### src/rtl/scan_ctrl_pkg.sv
// Shared state encoding for the scan chain load/capture/unload controller.
package scan_ctrl_pkg;

   localparam int unsigned ST_W = 3;

   typedef enum logic [ST_W-1:0] {
      ST_IDLE    = 3'd0,
      ST_SHIFT   = 3'd1,
      ST_CAPTURE = 3'd2,
      ST_UNLOAD  = 3'd3,
      ST_DONE    = 3'd4
   } state_e;

endpackage

### src/rtl/scan_bit_counter.sv
// Bit counter for shift/unload phases; last_o flags the final bit of a phase.
module scan_bit_counter #(
   parameter int unsigned CHAIN_LEN = 8
) (
   input  logic clk_i,
   input  logic rst_ni,
   input  logic clr_i,
   input  logic inc_i,
   output logic last_o
);

   localparam int unsigned CNT_W = $clog2(CHAIN_LEN + 1);

   logic [CNT_W-1:0] cnt_q, cnt_d;
   logic             last_q;

   // Clear wins over increment; saturate at CHAIN_LEN so the count never wraps.
   always_comb begin
      cnt_d = cnt_q;
      if (clr_i) begin
         cnt_d = '0;
      end else if (inc_i && (cnt_q < CNT_W'(CHAIN_LEN))) begin
         cnt_d = cnt_q + CNT_W'(1);
      end
   end

   always_ff @(posedge clk_i or negedge rst_ni) begin
      if (!rst_ni) begin
         cnt_q  <= '0;
         last_q <= 1'b0;
      end else begin
         cnt_q  <= cnt_d;
         last_q <= (cnt_d == CNT_W'(CHAIN_LEN - 1));
      end
   end

   assign last_o = last_q;

endmodule

### src/rtl/scan_chain_ctrl.sv
// Scan chain driver/collector: serial load, one capture clock, serial unload.
// Optional SCAN_COMPARE_EN adds an expected-data compare with a mismatch flag.
module scan_chain_ctrl
   import scan_ctrl_pkg::*;
#(
   parameter int unsigned CHAIN_LEN = 8
) (
   input  logic                 CK,
   input  logic                 RN,
   input  logic                 start,
   input  logic [CHAIN_LEN-1:0] load_data,
`ifdef SCAN_COMPARE_EN
   input  logic [CHAIN_LEN-1:0] exp_data,
   output logic                 mismatch,
`endif
   input  logic                 so,
   output logic                 se,
   output logic                 si,
   output logic                 busy,
   output logic                 done,
   output logic [CHAIN_LEN-1:0] unload_data
);

   state_e               state_q, state_d;
   logic [CHAIN_LEN-1:0] shreg_q, shreg_d;
   logic [CHAIN_LEN-1:0] collect_q, collect_d;
   logic [CHAIN_LEN-1:0] unload_q, unload_d;
   logic                 se_q, se_d;
   logic                 si_q, si_d;
   logic                 busy_q, busy_d;
   logic                 done_q, done_d;
   logic                 cnt_clr, cnt_inc, cnt_last;
`ifdef SCAN_COMPARE_EN
   logic                 mismatch_q, mismatch_d;
`endif

   scan_bit_counter #(
      .CHAIN_LEN (CHAIN_LEN)
   ) u_cnt (
      .clk_i  (CK),
      .rst_ni (RN),
      .clr_i  (cnt_clr),
      .inc_i  (cnt_inc),
      .last_o (cnt_last)
   );

   // Next state, datapath and next-cycle output decode.
   always_comb begin
      state_d   = state_q;
      shreg_d   = shreg_q;
      collect_d = collect_q;
      unload_d  = unload_q;
      cnt_clr   = 1'b0;
      cnt_inc   = 1'b0;
`ifdef SCAN_COMPARE_EN
      mismatch_d = mismatch_q;
`endif
      case (state_q)
         ST_IDLE: begin
            if (start) begin
               shreg_d = load_data;
               cnt_clr = 1'b1;
               state_d = ST_SHIFT;
            end
         end
         ST_SHIFT: begin
            shreg_d = shreg_q >> 1;
            cnt_inc = 1'b1;
            if (cnt_last) state_d = ST_CAPTURE;
         end
         ST_CAPTURE: begin
            cnt_clr = 1'b0 | 1'b1;
            state_d = ST_UNLOAD;
         end
         ST_UNLOAD: begin
            // First so bit ends up in bit 0 after CHAIN_LEN right-shifts.
            collect_d = {so, collect_q[CHAIN_LEN-1:1]};
            cnt_inc   = 1'b1;
            if (cnt_last) begin
               unload_d = collect_d;
`ifdef SCAN_COMPARE_EN
               mismatch_d = |(collect_d ^ exp_data);
`endif
               state_d  = ST_DONE;
            end
         end
         ST_DONE: begin
            state_d = ST_IDLE;
         end
         default: begin
            state_d = ST_IDLE;
         end
      endcase

      se_d   = (state_d == ST_SHIFT) || (state_d == ST_UNLOAD);
      si_d   = (state_d == ST_SHIFT) ? shreg_d[0] : 1'b0;
      busy_d = (state_d == ST_SHIFT) || (state_d == ST_CAPTURE) || (state_d == ST_UNLOAD);
      done_d = (state_d == ST_DONE);
   end

   always_ff @(posedge CK or negedge RN) begin
      if (!RN) begin
         state_q   <= ST_IDLE;
         shreg_q   <= '0;
         collect_q <= '0;
         unload_q  <= '0;
         se_q      <= 1'b0;
         si_q      <= 1'b0;
         busy_q    <= 1'b0;
         done_q    <= 1'b0;
      end else begin
         state_q   <= state_d;
         shreg_q   <= shreg_d;
         collect_q <= collect_d;
         unload_q  <= unload_d;
         se_q      <= se_d;
         si_q      <= si_d;
         busy_q    <= busy_d;
         done_q    <= done_d;
      end
   end

`ifdef SCAN_COMPARE_EN
   always_ff @(posedge CK or negedge RN) begin
      if (!RN) begin
         mismatch_q <= 1'b0;
      end else begin
         mismatch_q <= mismatch_d;
      end
   end

   assign mismatch = mismatch_q;
`endif

   assign se          = se_q;
   assign si          = si_q;
   assign busy        = busy_q;
   assign done        = done_q;
   assign unload_data = unload_q;

endmodule

### config.mk
export PLATFORM = sky130hd
export DESIGN_NAME = scan_chain_ctrl
export DESIGN_NICKNAME = d
export VERILOG_FILES = /design/src/rtl/scan_ctrl_pkg.sv /design/src/rtl/scan_bit_counter.sv /design/src/rtl/scan_chain_ctrl.sv
export SDC_FILE = /design/constraint.sdc
export NUM_CORES = 1
export LEC_CHECK = 0
export ABC_AREA = 0
export BUFFER_PORTS_ARGS = -buffer_cell sky130_fd_sc_hd__buf_2
export CORE_UTILIZATION = 41
export DETAILED_ROUTE_END_ITERATION = 16
export PLACE_DENSITY = 0.58
export SKIP_LAST_GASP = 1
export SYNTH_ARGS = -nofsm -noshare
export SYNTH_HDL_FRONTEND = slang
export SYNTH_SLANG_ARGS = --single-unit
### constraint.sdc
create_clock -name CK -period 1.6 [get_ports CK]
set_clock_uncertainty 0.1 [all_clocks]
set_input_delay 0.24 -clock CK [delete_from_list [all_inputs] [get_ports CK]]
set_output_delay 0.24 -clock CK [all_outputs]
set_load 0.01 [all_outputs]
### Word-level counts from Yosys, hierarchy flattened

Cells that the tools add are included.

* register bits after elaboration: 36
* output and inout bits: 12
* logic and storage cells: 43
* bits of input ports: 12

* reduce and logical (&&, ||, !) cells: 9
* order comparisons: 1
* multiplexer cells: 12
* add/sub/neg operators: 1
* equal/unequal tests: 9

Operators with widths (count)
* 8-bit case mux with 2 select lines: 1
* 3-bit by 2-bit == test with 1-bit output, second input constant: 4
* 3-bit case mux with 4 select lines: 1
* 3-bit 2-to-1 mux: 3
* 4-bit 2-to-1 mux: 2
* 8-bit 2-to-1 mux: 1
* 3-bit by 1-bit == test with 1-bit output, second input constant: 2
* 4-bit by 1-bit adder with 4-bit output, second input constant: 1
* 4-bit by 3-bit == test with 1-bit output, second input constant: 1
* 4-bit < comparator, second input constant: 1
* 2-bit AND reduction: 2
* 3-bit == test, second input constant: 1
* 3-bit logical NOT: 1
* 1-bit logical OR: 3
* 1-bit 2-to-1 mux: 3
* 2-bit inequality test, second input constant: 1
* 1-bit case mux with 2 select lines: 1
* 2-bit nonzero test: 1
* 2-bit OR reduction: 1
* 1-bit logical AND: 1

### Depth between registers and ports, before layout

Gate-level depths: netlist (run 1).

* depth in word-level cells: 7
* gate-level depth with buffers: 4

### Cells and area by module

From an unflattened synthesis (run 1), not the netlist that was laid out.

* cell total of the unflattened synthesis: 122
* area total of the unflattened synthesis: 1471.4 µm²

Modules (own cells, without submodules)
* scan_chain_ctrl: instances 1, cells each 99, area each 1234.9 µm², seq. area each 725.7 µm²
* scan_bit_counter: instances 1, cells each 23, area each 236.5 µm², seq. area each 125.1 µm²

### Worst setup path before layout (run 1)

No wires, ideal clock.

* path type: register -> register
* start: register state_q[0]
* end: register unload_q[0], in the netlist unload_data[0]
* arrival: 1179 ps
* clock period less this slack: 1404 ps
* slack: 196 ps
* cell stages (with the launch flop): 5
* buffers on the path: 0
* data required time: 1375 ps
* path through: dfrtp_1 -> nor2b_4 -> nand3_4 -> inv_4 -> mux2_2

* cells in the longest elaborated chain, start to end: 2

RTL lines
* start: declaration: line scan_chain_ctrl.sv:24 `state_e state_q, state_d;`
* start signal: assignment: line scan_chain_ctrl.sv:112 `state_q <= state_d;`
* 3-bit by 2-bit == test with 1-bit output: line scan_chain_ctrl.sv:58 `case (state_q)`
* 2-bit AND reduction (no line)
* end signal: assignment: line scan_chain_ctrl.sv:115 `unload_q <= unload_d;`
* end: declaration: line scan_chain_ctrl.sv:27 `logic [CHAIN_LEN-1:0] unload_q, unload_d;`

Every way passes these cells.
A chain may end at the register's enable or synchronous reset.

### Worst setup path in the final report (run 1)

* start: register state_q[2]
* end: register shreg_q[1]

* cells in the longest elaborated chain, start to end: 3
* elaborated cells between the ends (all ways): 6
* classes of those cells: eq/ne (2); mux (1); reduce/logical (3)

RTL lines
* 3-bit by 1-bit == test with 1-bit output or 3-bit logical NOT (tied branches): line scan_chain_ctrl.sv:58
* 2-bit nonzero test (no line) or 2-bit inequality test (tied branches)
* 2-bit AND reduction (no line)
* end signal: assignment: line scan_chain_ctrl.sv:113 `shreg_q <= shreg_d;`
* end: declaration: line scan_chain_ctrl.sv:25 `logic [CHAIN_LEN-1:0] shreg_q, shreg_d;`

Parallel ways exist; a longest one is shown, timed or not.

==> summary.txt, run 1 <==
==============================================================================
Status .......................................................... finished, final reports clean
CP Buf/Inv Count ................................................            2
Biggest fanout along the worst timing path ......................            4
Final Hold Vio Count ............................................            0
Share of layout cells above drive strength 1 ....................        51.8%
Count of flip-flops with a built-in enable after synthesis ......            0
Final setup viols ...............................................            0
Flip-flop and latch count after synthesis .......................           34
Average via count per standard cell .............................         5.03
Count of boundary I/O pins ......................................           24
Simple-gate portion of the synthesized area .....................        13.6%
Asr flop ratio synth ............................................         100%
Post-synthesis adder-cell area fraction .........................       0.842%
Number of warning messages in the yosys log .....................            0
Last weighted congestion value of the routability-driven placer .        0.710
Core outline area ...............................................    3420 um^2
Post-Syn Area per Cell ..........................................    14.3 um^2
Core Rows .......................................................           21
Wirelength, routed ..............................................      2.37 mm
Number of detailed-routing iterations run before antenna repair .            4
Final hold slack ................................................    0.0470 ns
Number of buffers inserted during clock tree synthesis ..........            5
Cell with the largest stage delay on the worst path ............. sky130_fd_sc_hd__dfrtp_1
CTS Buffer Depth ................................................            2
Syn Nets ........................................................          117
Post-synthesis cell count .......................................          104
Top-count cell post-synth ....................................... sky130_fd_sc_hd__dfrtp_1
Most frequent cell on the critical path ......................... sky130_fd_sc_hd__buf_4
IR drop worst, VDD ..............................................       791 uV
Mux cell area share after synthesis .............................        17.3%
Slew at the pin closest to its max-slew limit ...................     0.393 ns
Die width .......................................................      62.2 um
Post-synth top area share .......................................        57.2%
Count of vias placed by the detailed router .....................          941
Synth Flop Type ................................................. sky130_fd_sc_hd__dfrtp_1
Kind of path behind the tightest hold check .....................       in2reg
Register-to-register path setup slack ...........................      0.09 ns
First-pass GRT wire length ......................................      4.20 mm
Unique cell type count in the Yosys netlist .....................           30
Portion of the post-synthesis area used by sequential elements ..        57.2%
Total of max-cap violations .....................................            0
Unrepaired setup endpoints after global routing .................        false
Post-route fraction of the period consumed by the critical path .        94.5%
Worst path max stage delay ......................................      0.42 ns
Cell taking the most area after synthesis ....................... sky130_fd_sc_hd__dfrtp_1
Setup TNS .......................................................         0 ns
Biggest area contributors in the synthesized netlist ............ sky130_fd_sc_hd__dfrtp_1 57%, sky130_fd_sc_hd__mux2_2 17%, sky130_fd_sc_hd__a22o_1 4.1%
Final global-route overflow total ...............................            0
Most numerous cell types in the synthesized netlist ............. 34 x sky130_fd_sc_hd__dfrtp_1, 22 x sky130_fd_sc_hd__mux2_2, 7 x sky130_fd_sc_hd__a22o_1
Number of pins with negative max-slew slack in the final report .            0
Die height ......................................................      62.2 um
Number of nets at the end of the flow ...........................          154
Xor/xnor share of the synthesized area ..........................        2.36%
Clock latency at the later pin of the worst-skew pair ...........      0.33 ns
Number of sinks on the clock net ................................           34
Effective utilization at floorplan ..............................        43.5%
Gate family responsible for the most delay along the worst path .   flip-flops
IO buf count ....................................................           23
Detailed placer's ending HPWL ...................................      1.79 mm
Power per cell area ............................................. 1840 nW/um^2
Critical path required time .....................................      1.70 ns
Fmax achieved ...................................................      662 MHz
Startpoint Class ................................................     register
Die Area ........................................................    3870 um^2
Dominant combinational cell family by area after synthesis ...... multiplexers
Total non-filler cell area in the finished layout ...............    1810 um^2
Critical path data arrival time .................................      1.62 ns
Filler instances ................................................          328
Clock Pin Slew Worst Setup and Hold Paths .......................      0.10 ns
Headroom to the max-slew limit ..................................        73.7%
Global router's overall resource usage ..........................        14.1%
Worst Path Class, Setup .........................................      reg2reg
N_diodes ........................................................            0
Iteration-0 DRC count of the detailed router ....................           23
Area added between synthesis and finish .........................        21.9%
CTS tree ........................................................         done
Capturing element type of the critical path .....................     register
Clock period minus final worst setup slack ......................      1.51 ns
Post-Place Cell Area ............................................    1700 um^2
Series of cell instances along the critical path ................ buf_4 -> nor4b_4 -> buf_4 -> a22o_1 -> mux2_2
Via count of the first global-routing pass ......................          952
DRC violations left .............................................            0
Static leakage ..................................................     0.872 nW
Final non-filler cell total .....................................          187
Routed Antenna Nets .............................................            0
H-tree depth reported by CTS ....................................            2
Compound-gate portion of the synthesized area ...................        6.14%
Root buffer cell ................................................ sky130_fd_sc_hd__clkbuf_4
Dpl cells .......................................................          177
Routed wirelength normalized by instance count ..................      12.7 um
Netlist area before placement ...................................    1490 um^2
Antenna violations before repair ................................            0
Largest net degree at the start of global routing ...............           20
==============================================================================
==> placed cells by master (no fill, tap or decap), types with 2 or more instances in the layout <==
| master | synthesis | final |
|---|---|---|
| sky130_fd_sc_hd__dfrtp_1 | 34 | 33 |
| sky130_fd_sc_hd__buf_2 | 0 | 23 |
| sky130_fd_sc_hd__mux2_2 | 22 | 22 |
| sky130_fd_sc_hd__buf_4 | 2 | 8 |
| sky130_fd_sc_hd__a22o_1 | 7 | 7 |
| sky130_fd_sc_hd__nor2_1 | 6 | 6 |
| sky130_fd_sc_hd__clkbuf_4 | 0 | 5 |
| sky130_fd_sc_hd__nand2_1 | 3 | 3 |
| sky130_fd_sc_hd__nor3_1 | 2 | 2 |
| sky130_fd_sc_hd__xnor2_1 | 2 | 2 |
| sky130_fd_sc_hd__nor3b_2 | 2 | 2 |
| sky130_fd_sc_hd__nor3b_1 | 2 | 2 |
| sky130_fd_sc_hd__xor2_1 | 2 | 2 |
| sky130_fd_sc_hd__nand3b_1 | 2 | 2 |
==> final cells by class <==
type	count	area [um^2]	area share (%)
Clock buffer	6	51.3	2.83
Clock inverter	1	30.0	1.66
Inverter	2	10.0	0.552
Multi-Input combinational cell	65	606	33.4
Sequential cell	34	852	47.0
Tap cell	46	57.6	3.18
Timing Repair Buffer	33	205	11.3
==> routing by layer <==
metal / GRT usage (%) / vias up / routed length [um] / part of all wire, %
li1: - / 446 / - / -
met1: 16.1 / 469 / 1030 / 44
met2: 24.0 / 24 / 1200 / 51
met3: 4.60 / 2 / 117 / 4.9
met4: 6.10 / 0 / 19 / 0.80
met5: 0 / - / 0 / 0
==> report_power, final <==
part,internal [mW],switching [mW]
clock,0.364,0.265
sequential,1.21,0.256
combinational,0.687,0.552
==> path summary, 6_finish.rpt <==
kind                            cells after the start                      from                       end
worst max-delay path                                5      state_q[2]$_DFF_PN0_    shreg_q[1]$_DFFE_PN0P_
worst min-delay path                                2              load_data[7]    shreg_q[7]$_DFFE_PN0P_
worst max register to register                      5      state_q[2]$_DFF_PN0_    shreg_q[1]$_DFFE_PN0P_
worst min register to register                      1  collect_q[1]$_DFFE_PN0P_  collect_q[1]$_DFFE_PN0P_
max in group asynchronous                           3                        RN    shreg_q[1]$_DFFE_PN0P_
min in group asynchronous                           2                        RN  u_cnt.cnt_q[1]$_DFF_PN0_
==> state kept, by name, summed over array words and instances (netlist names) <==
signal / cells
unload_data: 8
state_q: 3
done: 1
u_cnt.last_o: 1
busy: 1
u_cnt.cnt_q: 4
shreg_q: 7
collect_q: 7
se: 1
si: 1
==> through the flow <==
| stage | worst slack (ns) | power (mW) | util, % |
|---|---|---|---|
| final | 0.0885 | 3.33 | 53.0 |
| after CTS | 0.000863 | 3.36 | 52.4 |
| after global placement | 0.101 | 2.67 | 49.7 |
| after detailed placement | 0.0510 | 2.72 | 49.7 |
| after global routing | 0.00365 | 3.58 | 53.0 |
| after floorplan | 0.196 | 2.37 | - |
==> logic make-up after synthesis <==
kind of cell | Yosys count
multiplexers | 23
adder cells (fa/ha/maj) | 1
AO/OA/AOI/OAI | 11
AND/OR/NAND/NOR | 26
flip-flops | 34
buffers and inverters | 5
XOR/XNOR | 4
==> worst register-to-register path, stage by stage (launching register included) <==
cell and delay (ns):
sky130_fd_sc_hd__dfrtp_1 0.42, sky130_fd_sc_hd__buf_4 0.18, sky130_fd_sc_hd__nor4b_4 0.05, sky130_fd_sc_hd__buf_4 0.15
sky130_fd_sc_hd__a22o_1 0.22, sky130_fd_sc_hd__mux2_2 0.26
==> timing repair <==
action | in CTS | in global routing
setup buffers | 0 | 2
resized for setup | 0 | 2
hold buffers | 1 | 0
endpoints found under the hold margin | 15 | 0
setup endpoints to repair | 0 | 7
(Power assumes the default switching activity.)
==> inputs of run 2 (changes only) <==
==> constraint.sdc (replaced) <==
create_clock -name CK -period 1.4 [get_ports CK]
set_clock_uncertainty 0.1 [all_clocks]
set_input_delay 0.21 -clock CK [delete_from_list [all_inputs] [get_ports CK]]
set_output_delay 0.21 -clock CK [all_outputs]
set_load 0.01 [all_outputs]
==> run 2 against run 1 <==
  * Highest routed layer unchanged
  * Combinational power rose by 40%
  * Utilization increased by 4.5 points
  * Final area rose by 8.6%
  * Routed wire length grew 9.0%
  * The run now ends with setup timing left
  * Fmax rose by 6.0%
  * Sequential power increased by 16%
  * Critical endpoint is now shreg_q[2]$_DFFE_PN0P_
  * First-iteration DRC count shrank 22%
  * Final cell count increased by 3.7%
  * Setup slack worse by 0.11 ns
  * Register-to-register slack worse by 0.11 ns
  * Worst hold slack got worse by 0.021 ns
==> summary.txt, run 2 (synthesized netlist as in run 1, its figures left out) <==
==============================================================================
Setup slack after layout ........................................   -0.0263 ns   -0.115 ns
Biggest fanout along the worst timing path ......................            6   +2
Via count of the first global-routing pass ......................          964   +1.3%
Headroom to the max-slew limit ..................................        72.0%   -1.7 points
Critical R2R Capture ............................................ shreg_q[2]$_DFFE_PN0P_
DRC violations left .............................................            0   unchanged
Post-route fraction of the period consumed by the critical path .         102%   +7.4 points
Unrepaired setup endpoints after global routing .................         true
Last weighted congestion value of the routability-driven placer .        0.796   +12%
Detailed placer's ending HPWL ...................................      1.89 mm   +5.5%
IR drop worst, VDD ..............................................      1200 uV   +51%
Average via count per standard cell .............................         4.95   -1.7%
Die height ......................................................      62.2 um   unchanged
Total of max-cap violations .....................................            0   unchanged
Pre-CTS setup slack .............................................    -0.103 ns   -0.154 ns
Number of buffers inserted during clock tree synthesis ..........            5   unchanged
Core outline area ...............................................    3420 um^2   unchanged
Final Hold Vio Count ............................................            0   unchanged
N_diodes ........................................................            0   unchanged
Clock latency at the later pin of the worst-skew pair ...........      0.34 ns   about the same
First-pass GRT wire length ......................................      4.51 mm   +7.6%
Final non-filler cell total .....................................          194   +3.7%
Dpl cells .......................................................          185   +4.5%
Slew at the pin closest to its max-slew limit ...................     0.418 ns   +0.0250 ns
Amount of wire on met3 after detailed routing ...................        90 um   -23%
CTS tree ........................................................         done
Startpoint Class ................................................     register
Worst setup path startpoint ..................................... state_q[1]$_DFF_PN0_
Register-to-register path setup slack ...........................     -0.03 ns   -0.11 ns
Power per cell area ............................................. 2200 nW/um^2   +20%
Number of detailed-routing iterations run before antenna repair .            3   -1
Metal2 WL .......................................................      1.23 mm   +3.2%
Share of layout cells above drive strength 1 ....................        57.4%   +5.7 points
Kind of path behind the tightest hold check .....................       in2reg
IO buf count ....................................................           23   unchanged
Core Rows .......................................................           21   unchanged
Number of nets at the end of the flow ...........................          160   +3.9%
H-tree depth reported by CTS ....................................            2   unchanged
Number of flip-flops under the largest register name ............            8   unchanged
Status .......................................................... finished, violations left
CTS Buffer Depth ................................................            2   unchanged
Filler instances ................................................          282   -14%
Global router's overall resource usage ..........................        15.2%   +1.1 points
Largest net degree at the start of global routing ...............           22   +10%
Final setup viols ...............................................           11   +11
Final global-route overflow total ...............................            0   unchanged
Fmax achieved ...................................................      701 MHz   +6.0%
Number of sinks on the clock net ................................           34   unchanged
Wirelength, routed ..............................................      2.58 mm   +9.0%
Number of cells on the worst reg-to-reg path ....................            3   -2
Capturing element type of the critical path .....................     register
Highest metal layer used by the detailed router .................         met4
Commonest non-fill, non-tap cells in the layout ................. 31 x sky130_fd_sc_hd__dfrtp_1, 23 x sky130_fd_sc_hd__buf_2, 17 x sky130_fd_sc_hd__mux2_2
Routed Antenna Nets .............................................            0   unchanged
Count of boundary I/O pins ......................................           24   unchanged
Die width .......................................................      62.2 um   unchanged
Commonest non-fill, non-tap cell in the layout .................. sky130_fd_sc_hd__dfrtp_1
Critical path data arrival time .................................      1.60 ns   -0.02 ns
Number of pins with negative max-slew slack in the final report .            0   unchanged
Area added between synthesis and finish .........................        32.3%
Antenna violations before repair ................................            0   unchanged
Count of vias placed by the detailed router .....................          960   +2.0%
Critical path required time .....................................      1.58 ns   -0.12 ns
Wl on met1 ......................................................      1.21 mm   +17%
Effective utilization at floorplan ..............................        43.5%   unchanged
Clock Pin Slew Worst Setup and Hold Paths .......................      0.10 ns   about the same
Total power of the final layout .................................      4.32 mW   +30%
Violations in the final reports ................................. setup timing
R2R Path Start .................................................. state_q[1]$_DFF_PN0_
Routed wirelength normalized by instance count ..................      13.3 um   +5.1%
Root buffer cell ................................................ sky130_fd_sc_hd__clkbuf_4
Worst Path Class, Setup .........................................      reg2reg
Die Area ........................................................    3870 um^2   unchanged
Iteration-0 DRC count of the detailed router ....................           18   -22%
Timing endpoint of the critical path ............................ shreg_q[2]$_DFFE_PN0P_
Static leakage ..................................................     0.928 nW   +6.4%
Final hold slack ................................................    0.0264 ns   -0.0206 ns
Clock period minus final worst setup slack ......................      1.43 ns   -0.0852 ns
==============================================================================
==> run 2: cell count changes in the layout (fill, tap and decap cells not counted), sizes merged <==
cell and delta:
bufinv +1, dlygate4sd3 +1, clkinv +1, buf +5, clkbuf -1
==> run 2: how the worst min path moves through the flow <==
stage / cells after the start / startpoint / end / slack [ns]
after floorplan: 0 / RN / busy$_DFF_PN0_ / -0.19
after global placement: 1 / RN / u_cnt.cnt_q[0]$_DFF_PN0_ / 0.03
after detailed placement: 1 / RN / u_cnt.last_o$_DFF_PN0_ / 0.04
after CTS: 2 / so / collect_q[7]$_DFFE_PN0P_ / 0.01
after global routing: 2 / so / unload_data[7]$_DFFE_PN0P_ / 0.02
final: 2 / so / unload_data[7]$_DFFE_PN0P_ / 0.03
==> run 2: power breakdown <==
group | total, mW | switching [mW] | internal (mW) | leakage (nW)
Clock | 0.899 | 0.340 | 0.559 | 0.0554
Combinational | 1.73 | 0.731 | 1.00 | 0.449
Sequential | 1.69 | 0.308 | 1.38 | 0.423
Total | 4.32 | 1.38 | 2.94 | 0.928
==> run 2: area by class of cell <==
class                   instances  area (um^2)  share of cell area (%)
well taps                      46         57.6                    2.93
clock buffers                   5         37.5                    1.91
inverters                       2         12.5                   0.636
clock inverters                 3         68.8                    3.50
multi-input cells              65          672                    34.2
flip-flops and latches         34          855                    43.4
repair buffers                 39          264                    13.4
==> run 2: stage by stage <==
| step | utilization (%) | TNS (ns) | instance area (um^2) |
|---|---|---|---|
| after CTS | 56.1 | -0.516 | 1920 |
| after global routing | 57.6 | -0.886 | 1970 |
| after global placement | 51.5 | -1.12 | 1760 |
| final | 57.6 | -0.0957 | 1970 |
| after floorplan | - | 0 | 1490 |
| after detailed placement | 51.5 | -1.47 | 1760 |
==> run 2: critical path, cell delays in order, from the launching register on <==
cell and delay, ns:
sky130_fd_sc_hd__dfrtp_2 0.50, sky130_fd_sc_hd__nor3b_2 0.42, sky130_fd_sc_hd__a22o_1 0.21, sky130_fd_sc_hd__mux2_2 0.15
==> run 2: routing by layer <==
metal / vias to the layer above / GRT usage [%]
li1: 456 / -
met1: 477 / 18.9
met2: 20 / 24.7
met3: 7 / 3.86
met4: 0 / 6.98
met5: - / 0
==> run 2: timing repair <==
item                       4_1_cts  5_1_grt
pin swaps                        2        0
buffers inserted                 0        1
gates resized for setup         11        9
hold endpoints to repair        35        0
setup endpoints to repair       24       22
hold buffers                     2        0
==> inputs of run 3 (changes only) <==
--- a/config.mk
+++ b/config.mk
@@ -10,7 +10,6 @@
 export CORE_UTILIZATION = 41
 export DETAILED_ROUTE_END_ITERATION = 16
 export PLACE_DENSITY = 0.58
-export SKIP_LAST_GASP = 1
 export SYNTH_ARGS = -nofsm -noshare
 export SYNTH_HDL_FRONTEND = slang
 export SYNTH_SLANG_ARGS = --single-unit
==> run 3 against run 2 <==
  * The run still ends with setup timing left
  * Final cell count is the same
  * Sequential power is essentially flat
  * Routed wire length is essentially flat
  * Total power grew 0.11%
  * Critical endpoint unchanged
  * Largest power group unchanged
==> summary.txt, run 3 (synthesized netlist as in run 1, its figures left out) <==
==============================================================================
Startpoint Class ................................................     register
N_diodes ........................................................            0   unchanged
Reg power frac ..................................................        39.1%   about the same
Count of boundary I/O pins ......................................           24   unchanged
Worst setup path startpoint ..................................... state_q[1]$_DFF_PN0_
Cell-internal power .............................................      2.95 mW   about the same
Total of max-cap violations .....................................            0   unchanged
Final Hold Vio Count ............................................            0   unchanged
Root buffer cell ................................................ sky130_fd_sc_hd__clkbuf_4
Number of detailed-routing iterations run before antenna repair .            3   unchanged
Portion of total power attributed to combinational logic ........        40.2%   about the same
Dpl cells .......................................................          185   unchanged
Fmax achieved ...................................................      701 MHz   about the same
Headroom to the max-slew limit ..................................        72.0%   unchanged
Iteration-0 DRC count of the detailed router ....................           18   unchanged
Count of vias placed by the detailed router .....................          960   unchanged
Min-Delay Startpoint ............................................           so
Kind of path behind the tightest hold check .....................       in2reg
Commonest non-fill, non-tap cell in the layout .................. sky130_fd_sc_hd__dfrtp_1
R2R Path Start .................................................. state_q[1]$_DFF_PN0_
Number of flip-flops under the largest register name ............            8   unchanged
Detailed placer's ending HPWL ...................................      1.89 mm   unchanged
CTS tree ........................................................         done
Final setup viols ...............................................           11   unchanged
First-pass GRT wire length ......................................      4.51 mm   unchanged
Clock latency at the later pin of the worst-skew pair ...........      0.34 ns   about the same
Core outline area ...............................................    3420 um^2   unchanged
Core Rows .......................................................           21   unchanged
Final non-filler cell total .....................................          194   unchanged
IR drop worst, VDD ..............................................      1200 uV   about the same
Die Area ........................................................    3870 um^2   unchanged
Routed wirelength normalized by instance count ..................      13.3 um   about the same
Capturing element type of the critical path .....................     register
Pre-CTS setup slack .............................................    -0.103 ns   unchanged
Clock Pin Slew Worst Setup and Hold Paths .......................      0.10 ns   about the same
Series of cell instances along the critical path ................ nor3b_2 -> a22o_1 -> mux2_2
Average via count per standard cell .............................         4.95   unchanged
Critical path data arrival time .................................      1.60 ns   about the same
Worst path max stage delay ......................................      0.50 ns   about the same
Power per cell area ............................................. 2200 nW/um^2   about the same
Post-route fraction of the period consumed by the critical path .         102%   about the same
Wirelength, routed ..............................................      2.58 mm   about the same
Number of sinks on the clock net ................................           34   unchanged
Global router's overall resource usage ..........................        15.2%   unchanged
Static leakage ..................................................     0.928 nW   about the same
Violations in the final reports ................................. setup timing
Commonest non-fill, non-tap cells in the layout ................. 31 x sky130_fd_sc_hd__dfrtp_1, 23 x sky130_fd_sc_hd__buf_2, 17 x sky130_fd_sc_hd__mux2_2
Routed Antenna Nets .............................................            0   unchanged
Setup slack after layout ........................................   -0.0263 ns   +0.0000384 ns
Die height ......................................................      62.2 um   unchanged
IO buf count ....................................................           23   unchanged
DRC violations left .............................................            0   unchanged
Status .......................................................... finished, violations left
Area added between synthesis and finish .........................        32.5%
CTS Buffer Depth ................................................            2   unchanged
Clock share of power ............................................        20.8%   about the same
Via count of the first global-routing pass ......................          964   unchanged
Final global-route overflow total ...............................            0   unchanged
Last weighted congestion value of the routability-driven placer .        0.796   unchanged
Critical path required time .....................................      1.58 ns   about the same
Number of pins with negative max-slew slack in the final report .            0   unchanged
Cell with the largest stage delay on the worst path ............. sky130_fd_sc_hd__dfrtp_2
Biggest fanout along the worst timing path ......................            6   unchanged
Effective utilization at floorplan ..............................        43.5%   unchanged
H-tree depth reported by CTS ....................................            2   unchanged
Antenna violations before repair ................................            0   unchanged
Power spent charging and discharging nets .......................      1.38 mW   +0.20%
Clock period minus final worst setup slack ......................      1.43 ns   -0.0000384 ns
Number of buffers inserted during clock tree synthesis ..........            5   unchanged
Switching share of power ........................................        31.9%   about the same
Number of nets at the end of the flow ...........................          160   unchanged
Share of layout cells above drive strength 1 ....................        58.1%   +0.68 points
Unrepaired setup endpoints after global routing .................         true
Die width .......................................................      62.2 um   unchanged
Slew at the pin closest to its max-slew limit ...................     0.418 ns   unchanged
Worst Path Class, Setup .........................................      reg2reg
Largest net degree at the start of global routing ...............           22   unchanged
==============================================================================
## run 3: cell counts in the layout (fill, tap and decap cells not counted)
Identical to the previous run, type by type.
## run 3: through the flow
step                      hold WS [ns]  util, %  total power, mW  instance area (um^2)  TNS [ns]
after floorplan                 -0.186        -             2.71                  1490         0
after global placement          0.0340     51.5             3.21                  1760     -1.12
after detailed placement        0.0428     51.5             3.28                  1760     -1.47
after CTS                       0.0145     56.1             4.27                  1920    -0.516
after global routing            0.0248     57.7             4.62                  1970    -0.880
final                           0.0263     57.7             4.33                  1970   -0.0956
## run 3: area by class of cell
type,count,area [um^2]
inverters,2,12.5
clock inverters,3,68.8
fillers,281,1450
multi-input cells,65,674
well taps,46,57.6
flip-flops and latches,34,855
repair buffers,39,264
clock buffers,5,37.5
## run 3: power groups by stage
| stage | sequential [mW] | clock (mW) | combinational (mW) |
|---|---|---|---|
| 4_1_cts | 1.67 | 0.924 | 1.68 |
| 5_1_grt | 1.74 | 0.970 | 1.91 |
| 6_report | 1.69 | 0.899 | 1.74 |
| 3_5_place_dp | 1.67 | 0 | 1.61 |
| 3_3_place_gp | 1.65 | 0 | 1.56 |
| 2_1_floorplan | 1.67 | 0 | 1.04 |
## run 3: layer usage
metal,routed length (um),vias to the layer above,global-route usage [%]
li1,-,456,-
met1,1210,477,18.9
met2,1230,20,24.7
met3,90,7,3.86
met4,48,0,6.98
met5,0,-,0
## run 3: repair_timing
action | in CTS | in global routing
gates resized for setup | 11 | 10
pin swaps | 2 | 0
hold buffers | 2 | 0
endpoints found under the setup margin | 24 | 22
buffers inserted | 0 | 1
hold endpoints to repair | 35 | 0
## run 3: worst max-delay path: cells and delay by family, from the launching register on
family             cells  cell delay (ns)
and+or+nand+nor        1             0.42
AOI/OAI and AO/OA      1             0.21
muxes                  1             0.15
DFF                    1             0.50
## run 3: final timing paths
| path | depth (start not counted) | end | slack (ns) |
|---|---|---|---|
| worst min-delay path | 2 | unload_data[7]$_DFFE_PN0P_ | 0.03 |
| min in group asynchronous | 2 | unload_data[3]$_DFFE_PN0P_ | 0.19 |
| worst max register to register | 3 | shreg_q[2]$_DFFE_PN0P_ | -0.03 |
| max in group asynchronous | 3 | state_q[0]$_DFF_PN0_ | 0.57 |
| worst max-delay path | 3 | shreg_q[2]$_DFFE_PN0P_ | -0.03 |
| worst min register to register | 1 | unload_data[0]$_DFFE_PN0P_ | 0.42 |
